==> src/rtl/eth_rx_pkg.sv <==
// Shared constants and types for the Ethernet receive path.
// The reflected CRC polynomial is derived here so every CRC user agrees on it.
package eth_rx_pkg;

  localparam logic [7:0]  ETH_PREAMBLE  = 8'h55;
  localparam logic [7:0]  ETH_SFD       = 8'hD5;
  localparam logic [31:0] CRC32_POLY    = 32'h04C11DB7;
  localparam logic [31:0] CRC32_INIT    = 32'hFFFFFFFF;
  localparam logic [31:0] CRC32_RESIDUE = 32'hDEBB20E3;

  // Depth of the FCS-stripping delay line: 4 FCS bytes plus one held beat.
  localparam int unsigned DLY_BYTES = 5;

  typedef enum logic [1:0] {IDLE, PREAMBLE, DATA, DROP} rx_state_e;

  typedef struct packed {
    logic [7:0] data;
    logic       last;
    logic       user;
  } axis_beat_t;

  function automatic logic [31:0] reflect32(input logic [31:0] v);
    logic [31:0] r;
    for (int i = 0; i < 32; i++) begin
      r[i] = v[31-i];
    end
    return r;
  endfunction

  localparam logic [31:0] CRC32_POLY_REFL = reflect32(CRC32_POLY);

endpackage

==> src/rtl/crc32_d8.sv <==
// Combinational one-byte update of a reflected CRC-32 (LSB-first bit order).
// No final inversion: callers either compare against the residue or invert themselves.
module crc32_d8
  import eth_rx_pkg::*;
(
  input  logic [31:0] crc_in,
  input  logic [7:0]  data_in,
  output logic [31:0] crc_out
);

  logic [31:0] c;

  always_comb begin
    c = crc_in ^ {24'h000000, data_in};
    for (int i = 0; i < 8; i++) begin
      c = c[0] ? ((c >> 1) ^ CRC32_POLY_REFL) : (c >> 1);
    end
    crc_out = c;
  end

endmodule

==> config.mk <==
export PLATFORM = sky130hd
export DESIGN_NAME = crc32_d8
export DESIGN_NICKNAME = d
export VERILOG_FILES = /design/src/rtl/eth_rx_pkg.sv /design/src/rtl/crc32_d8.sv
export SDC_FILE = /design/constraint.sdc
export NUM_CORES = 1
export LEC_CHECK = 0
export CAP_MARGIN = 10
export CORE_MARGIN = 3
export CORE_UTILIZATION = 65
export DETAILED_ROUTE_END_ITERATION = 10
export DONT_BUFFER_PORTS = 1
export PLACE_DENSITY = 0.83
export SETUP_SLACK_MARGIN = 0.05
export SYNTH_ARGS = -nofsm -noshare
export SYNTH_HDL_FRONTEND = slang
export SYNTH_SLANG_ARGS = --single-unit
==> constraint.sdc <==
create_clock -name vclk -period 2.3
set_clock_uncertainty 0.05 [all_clocks]
set_input_delay 0.46 -clock vclk [all_inputs]
set_output_delay 0.46 -clock vclk [all_outputs]
set_load 0.05 [all_outputs]
==> flow_summary.yaml, run 1 <==
outcome:
  status: "stopped before the end"
  flow.stopped_at: "detailed placement (3_5_place_dp)"
  first_err: "[ERROR DPL-0038] Utilization greater than 100%, impossible to legalize"
yosys:
  yosys_warnings: 0
  synthDistinctLibCells: 10
  seq_area_frac_synth_pct: 0
  syn-mean-instance-area_um2: 13.8
  syn-instance-count: 67
  syn-num-nets: 107
  synth_area_um2: 925
placed_design:
  finalWeightedCongestion: 0.746
  port-buffer-count: 0
die:
  die_x_um: 43.7
  fp.dieH_um: 43.7
  initial_core_util_pct: 76.0
  io-pin-count: 72
  row_count: 12
-- cell families after synthesis --
family / count (synthesis) / share of synthesized area, %
xor gates and xnor gates: 66 / 99.6
buffers and inverters: 1 / 0.406
-- stage by stage --
stage / setup slack (ns) / area [um2]
after global placement: 0.110 / 1720
after floorplan: -0.0719 / 1100
-- Yosys cell counts --
cell / count / share of area [%]
xor2_2: 2 / 3.5
xor2_1: 9 / 8.5
xnor2_4: 2 / 6.0
xnor3_1: 10 / 24
xor3_1: 5 / 13
inv_1: 1 / 0.41
xnor3_2: 1 / 2.6
xnor2_1: 30 / 28
xnor3_4: 1 / 2.8
xnor2_2: 6 / 11
==> inputs of run 2 (changes only) <==
Settings changed: CORE_AREA set to 3 3 64 66, CORE_MARGIN 3 to not set, CORE_UTILIZATION 65 to not set, DIE_AREA set to 0 0 67 69, PLACE_DENSITY 0.83 to not set, PLACE_DENSITY_LB_ADDON set to 0.15, SETUP_SLACK_MARGIN 0.05 to not set.
==> flow_summary.yaml, run 2 <==
layout:
  final_common_cell: "buf_4"
  fillers: 352
  sequential_cell_area_um2: 0
  layout.sequential_cells: 0
  final_cell_mix: "35 x buf_4, 19 x xnor2_1, 15 x buf_12, 12 x xnor2_2, 8 x xor2_1"
  drive_gt1_share_pct: 68.4
  syn2layout_area_growth_pct: 86.5
  multiInputGateArea_um2: 1100
  clock_buffers: 0
  count_of_nets_after_finishing: 159
  antennaDiodeCount: 0
  post-route-util_pct: 47.5
routing:
  via_count: 652
  drt-total-wl_um: 2180
  remaining_drc_errors: 0
  drt.antenna.violating_nets: 0
  drt_iter0_markers: 6
  vias_cell: 3.95
  first_pass_iters: 2
  wl_per_instance_um: 13.2
setup_path:
  worst_setup_path_start_kind: "primary input"
  critical-path-top-delay-family: "XOR/XNOR gates"
  end_kind: "output pin"
  data_required_time_of_the_worst_path_ns: 1.79
  timing.critical_path.cells: "xnor2_4 > xnor2_2 > xnor3_2"
  timing.critical_path.depth: 3
  data_arrival_time_of_the_critical_path_ns: 1.72
  critPathMaxStageDelay_ns: 0.67
  critPathMaxFanout: 6
  kind_of_critical_path: "primary input to output pin"
  crit_slowest_cell: "xnor3_2"
  critical_path.n_buffers_inverters: 0
die:
  initial_core_util_pct: 25.4
  row_count: 22
  die_x_um: 67
  die_area_um2: 4620
  core-area_um2: 3630
  io-pin-count: 72
  fp.dieH_um: 69
global_route:
  grt_pass1_wl_um: 3320
  grt_max_degree: 7
  grt_pass1_vias: 696
  grt_overall_usage_pct: 8.99
  overflow: 0
  antenna_found_initial: 0
sta:
  finalSetupViolations: 0
  final-hold-violation-count: 0
  fmax_mhz: 449
  unrepaired_setup_endpoints_after_global_routing: "true"
  drv_slew: 0
  final_period_utilization_pct: 96.9
  max_slew.worst_pin.slew_ns: 0.463
  finalSetupTns_ns: 0
  timing.hold.ws_ns: 1.06
  slew_headroom_pct: 69.0
  final_period_minus_worst_setup_slack_ns: 2.23
outcome:
  status: "finished clean"
yosys:
  syn-num-nets: 107
  post-synth-top-count-cell: "xnor2_1"
  syn-instance-count: 67
  synth_largest_area_cell: "xnor2_1"
  synth_area_um2: 925
  synth_top_cells_by_count: "30 x xnor2_1, 10 x xnor3_1, 9 x xor2_1"
  yosys_warnings: 0
  synthDistinctLibCells: 10
  seq_area_frac_synth_pct: 0
  post_synth_main_area_contributors: "xnor2_1 28%, xnor3_1 24%, xor3_1 13%, xnor2_2 11%, xor2_1 8.5%"
  syn-mean-instance-area_um2: 13.8
  synth_top_cell_area_share_pct: 28.4
power:
  ir_worst_vdd_mv: 0.626
  power.leakage_nw: 0.830
  power.density_cell_area_nw_per_um2: 1310
flow_run:
  timing.max_cap.violations: 0
clock_network:
  cts_setup_buffers: 0
  hold_buffers: 0
  cts-resized-gates: 0
hold_path:
  timing.hold.worst.class: "primary input to output pin"
  worstHoldPathCells: 2
placed_design:
  port-buffer-count: 0
  finalWeightedCongestion: 0.653
  detailedPlacementHpwl_um: 2040
==> run 2: cell counts after synthesis <==
Identical to the previous run, type by type.
==> run 2: cells by family after synthesis <==
family	synth area share (%)
XOR/XNOR	99.6
buffers and inverters	0.406
==> run 2: through the flow <==
stage | instances | power [mW] | worst slack (ns) | cell area (um2)
CTS | 165 | 2.28 | 0.0350 | 1720
detailed placement | 165 | 2.27 | 0.0403 | 1720
global placement | 165 | 2.26 | 0.0674 | 1720
global route | 165 | 2.34 | -0.0115 | 1720
finish | 165 | 2.26 | 0.0721 | 1720
floorplan | 67 | 1.47 | -0.0719 | 1090
==> run 2: routing by layer <==
metal  GRT usage (%)  routed length, um
met5               0                  0
met4               0                  0
met3            1.14                219
met2            16.5               1110
met1            11.7                849
==> run 2: final cells by class <==
| class | instances | area share, % |
|---|---|---|
| Timing Repair Buffer | 50 | 32.7 |
| Inverter | 1 | 0.218 |
| Multi-Input combinational cell | 66 | 63.6 |
| Tap cell | 48 | 3.48 |
==> run 2: power breakdown <==
part           total (mW)  internal [mW]  switching [mW]
combinational        2.26           1.03            1.22
sequential              0              0               0
clock                   0              0               0
total                2.26           1.03            1.22
==> run 2: final timing paths <==
check,end,slack (ns),startpoint
worst max-delay path,crc_out[25],0.07,data_in[3]
worst min-delay path,crc_out[8],1.06,crc_in[16]
No activity file was read; power rests on OpenSTA's default activity.
==> inputs of run 3 (changes only) <==
Settings changed: PLACE_DENSITY_LB_ADDON 0.15 to not set.
==> flow_summary.yaml, run 3 (synthesized netlist as in run 2, its figures left out) <==
setup_path:
  data_required_time_of_the_worst_path_ns: 1.79
  end_kind: "output pin"
  data_arrival_time_of_the_critical_path_ns: 1.71
  worst_setup_path_start_kind: "primary input"
  kind_of_critical_path: "primary input to output pin"
  critPathMaxFanout: 6
power:
  power.density_cell_area_nw_per_um2: 1330
  clockPowerShare_pct: 0
  ir_worst_vdd_mv: 0.520
  report.power.total_mw: 2.29
  power.switching_fraction_pct: 53.6
  seq_power_share_pct: 0
  power.leakage_nw: 0.829
  power.combinational.fraction_pct: 100.0
  power_report.internal_total_mw: 1.06
  total_switching_power_mw: 1.23
layout:
  post-route-util_pct: 47.5
  clock_buffers: 0
  syn2layout_area_growth_pct: 86.5
  sequential_cell_area_um2: 0
  antennaDiodeCount: 0
  layout.sequential_cells: 0
  fillers: 340
  drive_gt1_share_pct: 67.8
  count_of_nets_after_finishing: 160
  final_common_cell: "buf_4"
  final_cell_mix: "36 x buf_4, 20 x xnor2_1, 15 x buf_12, 11 x xnor2_2, 8 x xor2_1"
placed_design:
  detailedPlacementHpwl_um: 2210
  dp_slack_ns: 0.0568
  port-buffer-count: 0
  finalWeightedCongestion: 0.658
routing:
  drt_iter0_markers: 5
  vias_cell: 4.06
  drt.antenna.violating_nets: 0
  first_pass_iters: 2
  remaining_drc_errors: 0
  wl_per_instance_um: 13.7
  via_count: 674
  drt-total-wl_um: 2280
sta:
  unrepaired_setup_endpoints_after_global_routing: "false"
  max_slew.worst_pin.slew_ns: 0.426
  timing.final.ws_setup_ns: 0.0778
  drv_slew: 0
  final_period_minus_worst_setup_slack_ns: 2.22
  final-hold-violation-count: 0
  finalSetupViolations: 0
  fmax_mhz: 450
  final_period_utilization_pct: 96.6
  slew_headroom_pct: 71.5
die:
  core-area_um2: 3630
  fp.dieH_um: 69
  die_area_um2: 4620
  initial_core_util_pct: 25.4
  row_count: 22
  die_x_um: 67
  io-pin-count: 72
global_route:
  antenna_found_initial: 0
  grt_pass1_vias: 725
  grt_max_degree: 7
  grt_pass1_wl_um: 3580
  grt_overall_usage_pct: 9.70
  overflow: 0
clock_network:
  cts_setup_buffers: 0
  hold_buffers: 0
  cts-resized-gates: 0
outcome:
  status: "finished clean"
hold_path:
  timing.hold.worst.class: "primary input to output pin"
flow_run:
  timing.max_cap.violations: 0
==> run 3: layer usage <==
metal  vias to the layer above  track usage (%)  part of all wire, %
met4                         0                0                    0
met2                        38             20.2                   59
met3                         0             1.14                  9.3
met1                       318             10.4                   32
met5                         -                0                    0
li1                        318                -                    -
==> run 3: critical path, stage by stage <==
cell and delay, ns:
xnor2_4 0.16, xnor2_2 0.40, xnor3_2 0.52, buf_12 0.16
==> run 3: power groups by stage <==
stage               Sequential (mW)  Combinational, mW  Clock, mW
floorplan                         0               1.47          0
global placement                  0               2.30          0
detailed placement                0               2.32          0
CTS                               0               2.32          0
global route                      0               2.37          0
finish                            0               2.29          0
==> run 3: per-stage QoR <==
stage	setup TNS (ns)	area [um2]	cells	hold slack, ns
after floorplan	-0.243	1090	67	0.987
after global placement	0	1720	166	1.06
after detailed placement	0	1720	166	1.06
after CTS	0	1720	166	1.06
after global routing	0	1720	166	1.07
final	0	1720	166	1.06
==> run 3: path summary, 6_finish.rpt <==
check / from / cells after the start / to / slack, ns
worst min-delay path: crc_in[16] / 2 / crc_out[8] / 1.06
worst max-delay path: data_in[3] / 4 / crc_out[26] / 0.08
==> run 3: final cells by class <==
cell class                 instances  area, um2  area share, %
multi-input combinational         66       1090           63.2
tap                               48       60.1           3.48
inverter                           1       3.75          0.218
timing repair buffer              51        571           33.1
==> inputs of run 4 (changes only) <==
Settings changed: SLEW_MARGIN set to 40.
==> results of run 4 <==
Same layout as run 3: the final DEF is identical, and so are final timing and power.
